[src/rtl/perspective_project.sv]
// Perspective divide stage: converts a float32 camera-space vertex to Q16.16,
// divides x and y by z with a shared 40-step restoring divider, and emits pixel coordinates.
module perspective_project #(
  parameter int H_RES = 1280,
  parameter int V_RES = 720,
  parameter int FOCAL = 256,
  parameter int Z_MIN = 65536
) (
  input  logic             clk_in,
  input  logic             rst_in,
  input  logic             valid_in,
  output logic             ready_out,
  input  logic [3:0][31:0] pos_in,
  output logic             valid_out,
  input  logic             ready_in,
  output logic [10:0]      hcount_out,
  output logic [9:0]       vcount_out,
  output logic             visible_out
);

  typedef enum logic [2:0] {
    StIdle,
    StConvert,
    StDivX,
    StDivY,
    StFinish,
    StOutput
  } state_t;

  localparam logic signed [23:0] HCentre = 24'(H_RES / 2);
  localparam logic signed [23:0] VCentre = 24'(V_RES / 2);
  localparam logic signed [23:0] HRes    = 24'(H_RES);
  localparam logic signed [23:0] VRes    = 24'(V_RES);
  localparam logic signed [31:0] ZMin    = 32'(Z_MIN);

  // Float32 to signed Q16.16, truncating toward zero and saturating out-of-range values.
  function automatic logic [31:0] floatToQ(input logic [31:0] f);
    logic [7:0]  e;
    logic [31:0] mant;
    logic [31:0] mag;
    e    = f[30:23];
    mant = {8'd0, 1'b1, f[22:0]};
    if (e == 8'd0)
      mag = 32'd0;
    else if (e >= 8'd142)
      mag = 32'h7FFF_FFFF;
    else if (e >= 8'd134)
      mag = mant << (e - 8'd134);
    else
      mag = mant >> (8'd134 - e);
    return f[31] ? (32'd0 - mag) : mag;
  endfunction

  function automatic logic [39:0] absFocal(input logic [31:0] q);
    logic [31:0] m;
    m = q[31] ? (32'd0 - q) : q;
    return {8'd0, m} * 40'(FOCAL);
  endfunction

  state_t      r_state;
  logic [31:0] r_xf;
  logic [31:0] r_yf;
  logic [31:0] r_zf;
  logic [31:0] r_yq;
  logic [31:0] r_zq;
  logic        r_xNeg;
  logic        r_yNeg;
  logic        r_clip;
  logic [39:0] r_dvd;
  logic [31:0] r_rem;
  logic [5:0]  r_cnt;
  logic [23:0] r_qx;
  logic [23:0] r_qy;

  logic [31:0] w_xq;
  logic [31:0] w_yq;
  logic [31:0] w_zq;
  logic        w_zClip;
  logic [32:0] w_remShift;
  logic        w_ge;
  logic [32:0] w_remNext;
  logic [39:0] w_qNext;
  logic        w_qNeg;
  logic [23:0] w_qSigned;
  logic signed [23:0] w_sx;
  logic signed [23:0] w_sy;
  logic        w_vis;
  logic        w_unused;

  assign w_xq    = floatToQ(r_xf);
  assign w_yq    = floatToQ(r_yf);
  assign w_zq    = floatToQ(r_zf);
  assign w_zClip = $signed(w_zq) < ZMin;

  // The dividend register doubles as the quotient register: quotient bits shift in at the bottom.
  assign w_remShift = {r_rem, r_dvd[39]};
  assign w_ge       = w_remShift >= {1'b0, r_zq};
  assign w_remNext  = w_ge ? (w_remShift - {1'b0, r_zq}) : w_remShift;
  assign w_qNext    = {r_dvd[38:0], w_ge};
  assign w_qNeg     = (r_state == StDivX) ? r_xNeg : r_yNeg;
  assign w_qSigned  = w_qNeg ? (24'd0 - w_qNext[23:0]) : w_qNext[23:0];

  assign w_sx  = HCentre + $signed(r_qx);
  assign w_sy  = VCentre - $signed(r_qy);
  assign w_vis = !r_clip && !w_sx[23] && (w_sx < HRes) && !w_sy[23] && (w_sy < VRes);

  assign w_unused = ^{pos_in[0], w_remNext[32], w_qNext[39:24]};

  always_ff @(posedge clk_in) begin
    if (!rst_in) begin
      r_state     <= StIdle;
      ready_out   <= 1'b0;
      valid_out   <= 1'b0;
      hcount_out  <= '0;
      vcount_out  <= '0;
      visible_out <= 1'b0;
      r_xf        <= '0;
      r_yf        <= '0;
      r_zf        <= '0;
      r_yq        <= '0;
      r_zq        <= '0;
      r_xNeg      <= 1'b0;
      r_yNeg      <= 1'b0;
      r_clip      <= 1'b0;
      r_dvd       <= '0;
      r_rem       <= '0;
      r_cnt       <= '0;
      r_qx        <= '0;
      r_qy        <= '0;
    end else begin
      case (r_state)
        StIdle: begin
          if (valid_in && ready_out) begin
            r_xf      <= pos_in[3];
            r_yf      <= pos_in[2];
            r_zf      <= pos_in[1];
            ready_out <= 1'b0;
            r_state   <= StConvert;
          end else begin
            ready_out <= 1'b1;
          end
        end
        StConvert: begin
          r_clip  <= w_zClip;
          r_zq    <= w_zq;
          r_yq    <= w_yq;
          r_xNeg  <= w_xq[31];
          r_yNeg  <= w_yq[31];
          r_dvd   <= absFocal(w_xq);
          r_rem   <= '0;
          r_cnt   <= '0;
          r_state <= w_zClip ? StFinish : StDivX;
        end
        StDivX: begin
          r_rem <= w_remNext[31:0];
          r_cnt <= r_cnt + 6'd1;
          r_dvd <= w_qNext;
          if (r_cnt == 6'd39) begin
            r_qx    <= w_qSigned;
            r_dvd   <= absFocal(r_yq);
            r_rem   <= '0;
            r_cnt   <= '0;
            r_state <= StDivY;
          end
        end
        StDivY: begin
          r_rem <= w_remNext[31:0];
          r_cnt <= r_cnt + 6'd1;
          r_dvd <= w_qNext;
          if (r_cnt == 6'd39) begin
            r_qy    <= w_qSigned;
            r_state <= StFinish;
          end
        end
        StFinish: begin
          visible_out <= w_vis;
          hcount_out  <= w_vis ? w_sx[10:0] : 11'd0;
          vcount_out  <= w_vis ? w_sy[9:0] : 10'd0;
          valid_out   <= 1'b1;
          r_state     <= StOutput;
        end
        StOutput: begin
          if (ready_in) begin
            valid_out <= 1'b0;
            ready_out <= 1'b1;
            r_state   <= StIdle;
          end
        end
        default: r_state <= StIdle;
      endcase
    end
  end

endmodule

[config.mk]
export PLATFORM = sky130hd
export DESIGN_NAME = perspective_project
export DESIGN_NICKNAME = d
export VERILOG_FILES = /design/src/rtl/perspective_project.sv
export SDC_FILE = /design/constraint.sdc
export NUM_CORES = 2
export LEC_CHECK = 0
export ABC_AREA = 1
export BUFFER_PORTS_ARGS = -buffer_cell sky130_fd_sc_hd__clkbuf_2
export CAP_MARGIN = 0
export CELL_PAD_IN_SITES_DETAIL_PLACEMENT = 1
export CELL_PAD_IN_SITES_GLOBAL_PLACEMENT = 1
export CORE_UTILIZATION = 47
export CTS_CLUSTER_SIZE = 10
export DETAILED_ROUTE_END_ITERATION = 8
export PLACE_DENSITY = 0.95
export SYNTH_ARGS = -nofsm -noshare
export SYNTH_HDL_FRONTEND = slang
export SYNTH_SLANG_ARGS = --single-unit
[constraint.sdc]
create_clock -name clk_in -period 6.7 [get_ports clk_in]
set_input_delay 0.67 -clock clk_in [delete_from_list [all_inputs] [get_ports clk_in]]
set_output_delay 0.67 -clock clk_in [all_outputs]
set_load 0.05 [all_outputs]
==> impl_metrics.py <==
metrics = {
    "critical_path": {
        "startpoint_type": "flip-flop",
        "end_kind": "flip-flop",
        "r2r_start": "r_zq[2]",
        "cpMaxStageDelayCell": "o41ai_1",
        "reg2reg_slack_ns": 0.24,
        "r2r-end": "r_qx[22]",
        "rr_worst_depth": 34,
        "required_ns": 7.20,
        "worstPathMaxFanout": 5,
        "max_stage_delay_ns": 0.42,
        "critPathKind": "reg2reg",
        "cp.arrival_ns": 6.96,
        "crit_path_frequent_cell": "nand2_1",
    },
    "global_route": {
        "grt_pass1_wl_um": 204000,
        "grt_max_degree": 84,
        "overflow": 0,
        "grt_pass1_vias": 38200,
        "grt_usage": 0.396,
        "antenna_found_initial": 2,
    },
    "floorplan": {
        "die_w_um": 251,
        "dieArea_sq_um": 62800,
        "coreArea_sq_um": 60700,
        "start_util": 0.478,
        "num_io_pins": 156,
        "rows": 90,
        "die_y_um": 251,
    },
    "outcome": {
        "status": "completed",
    },
    "clock_tree": {
        "post_cts_buffers": 0,
        "clockBufferDepth": 3,
        "numCtsBuffers": 41,
        "clock_sinks": 315,
        "post_cts_resized": 0,
        "clk_latency_ns": 0.63,
        "cts_tree": "done",
        "ctsHoldBuffers": 0,
        "root_buffer": "clkbuf_16",
        "cts-htree-levels": 2,
        "cts.clk_slew.worst_paths_ns": 0.06,
    },
    "worst_hold_path": {
        "holdPathStages": 3,
        "hp-class": "in2reg",
        "worstHoldStart": "pos_in[49]",
        "holdPathEnd": "r_zf[17]",
    },
    "synthesis": {
        "ys_ff_latch": 315,
        "synth_flop_cell": "dfxtp_1",
        "synth_common_cells": "1345 x nand2_1, 641 x nand3_1, 519 x inv_1",
        "ys_warn_count": 0,
        "yosysTopAreaCellShare": 0.217,
        "synth.distinct_cells": 66,
        "synth-edff-count": 0,
        "synth-seq-area-share": 0.217,
        "synthCells": 5067,
        "syn_area_per_cell_sq_um": 5.73,
        "synth_top_area_cell": "dfxtp_1",
        "syn_area_sq_um": 29000,
        "synth_area_leaders": "dfxtp_1 22%, nand2_1 17%, nand3_1 11%, a21oi_1 8.2%, o21ai_0 7.0%",
        "synth_nets": 5255,
        "async_flop_share": 0,
        "synth_most_common_cell": "nand2_1",
    },
    "timing": {
        "hold_viol_final": 0,
        "clock.fmax_mhz": 155,
        "period_minus_slack_ns": 6.46,
        "fin_skew_ns": 0.0343,
        "setup_viol": 0,
        "setup_ws_ns": 0.241,
        "slew_headroom": 0.252,
        "period_share": 0.964,
        "worst_slew_pin_slew_ns": 1.12,
        "slew_violations": 0,
        "tns_ns": 0,
    },
    "power": {
        "ir_drop_mv": 0.342,
        "power_density_nw_per_um2": 579,
        "power_uw": 18000,
        "p_leak_uw": 0.0151,
    },
    "route": {
        "via_count": 37600,
        "drtIter0Drc": 4363,
        "routed_wirelength_um": 128000,
        "detail-route-antenna-nets": 0,
        "wire_per_inst_um": 22.0,
        "drc": 0,
        "drt-pass1-iter-count": 8,
        "routed_via_density": 6.47,
    },
    "cells_and_area": {
        "drive_above_1_share": 0.0774,
        "area_growth_syn_to_layout_pct": 7.13,
        "nets": 5195,
        "postLayoutCoreUtil": 0.513,
    },
    "placed_design": {
        "gp_congestion": 0.981,
        "hpwl_um": 83000,
        "port_buffers": 123,
        "place_ws_ns": 0.681,
    },
    "run": {
        "max-cap-violations": 0,
    },
}
cell families (layout without fill, tap and decap cells):
kind of cell,count (synthesis),after routing,share of synthesized area
buffers and inverters,828,789,0.114
DFF,315,315,0.217
other,0,1,0
xor gates and xnor gates,131,131,0.0409
adders and majority gates,56,56,0.0244
and+or+nand+nor,2634,2634,0.396
muxes,1,1,0.000345
AOI/OAI and AO/OA,1102,1102,0.207
state kept, by name (all words and copies together), names as in the netlist:
register and flops:
r_qx 24, vcount_out 10, r_rem 32, r_xf 32
valid_out 1, ready_out 1, r_zf 32, r_xNeg 1
r_cnt 6, hcount_out 11, visible_out 1, r_state 3
r_zq 32, r_qy 24, r_clip 1, r_dvd 40
r_yf 32, r_yq 32
final cells by class:
cell class | count | area (sq um)
Antenna cell | 1 | 2.50
Clock buffer | 54 | 1100
Clock inverter | 10 | 159
Fill cell | 8670 | 29600
Inverter | 550 | 2070
Multi-Input combinational cell | 3924 | 19500
Sequential cell | 315 | 6310
Tap cell | 782 | 978
Timing Repair Buffer | 175 | 1010
worst max-delay path by stage:
stage,endpoint,from,slack [ns],cells past startpoint
finish,r_qx[22],r_zq[2],0.24,34
global placement,r_qx[22],r_zq[2],1.34,34
global route,r_qx[22],r_zq[2],-0.02,34
floorplan,r_qx[22],r_zq[2],2.09,35
detailed placement,r_qx[22],r_zq[2],0.68,34
CTS,r_qx[22],r_zq[2],0.35,34
layer usage:
layer	GRT usage	part of all wire
met1	0.464	0.38
met2	0.666	0.47
met3	0.0784	0.086
met4	0.239	0.064
met5	0	0.00010
worst max-delay path: cells and delay by family (launching register included):
kind / cells / cell delay (ns)
AO/OA/AOI/OAI: 9 / 1.93
flip-flops: 1 / 0.34
adder cells (fa/ha/maj): 2 / 0.58
buffers and inverters: 5 / 0.51
XOR/XNOR: 1 / 0.20
AND/OR/NAND/NOR: 17 / 2.81
layout by cell type (no fill, tap or decap), types with 8 or more instances in the layout:
| cell | count |
|---|---|
| nor2_1 | 359 |
| or2_2 | 14 |
| clkinv_1 | 10 |
| o22ai_1 | 9 |
| nor3_1 | 47 |
| clkbuf_16 | 41 |
| nor2_2 | 37 |
| clkbuf_2 | 122 |
| a21oi_2 | 9 |
| o21ai_0 | 409 |
| nand3_1 | 641 |
| o21ai_1 | 27 |
| a31oi_1 | 33 |
| nand3b_1 | 12 |
| nand4_1 | 100 |
| xnor2_1 | 36 |
| o211ai_1 | 46 |
| inv_2 | 20 |
| o31ai_1 | 11 |
| clkbuf_1 | 10 |
| nand3_2 | 14 |
| buf_4 | 53 |
| inv_1 | 518 |
| o221ai_1 | 11 |
| o21bai_1 | 12 |
| nand2_2 | 33 |
| nand2_1 | 1343 |
| ha_1 | 55 |
| a21oi_1 | 477 |
| nor4_1 | 8 |
| a211oi_1 | 10 |
| xor2_1 | 89 |
| dfxtp_1 | 315 |
per-stage QoR:
stage / hold slack [ns] / cells / area, sq um
3_3_place_gp: 0.453 / 5746 / 29800
4_1_cts: 0.316 / 5810 / 31100
3_5_place_dp: 0.457 / 5746 / 29800
2_1_floorplan: 0.440 / 5067 / 29000
5_1_grt: 0.328 / 5810 / 31100
6_report: 0.316 / 5811 / 31100
power breakdown:
group,switching (uW),leakage [uW],internal (uW)
clock,995,0.000603,1240
sequential,508,0.00256,2290
combinational,9500,0.0119,3480
Power figures use the tool's default switching activity.
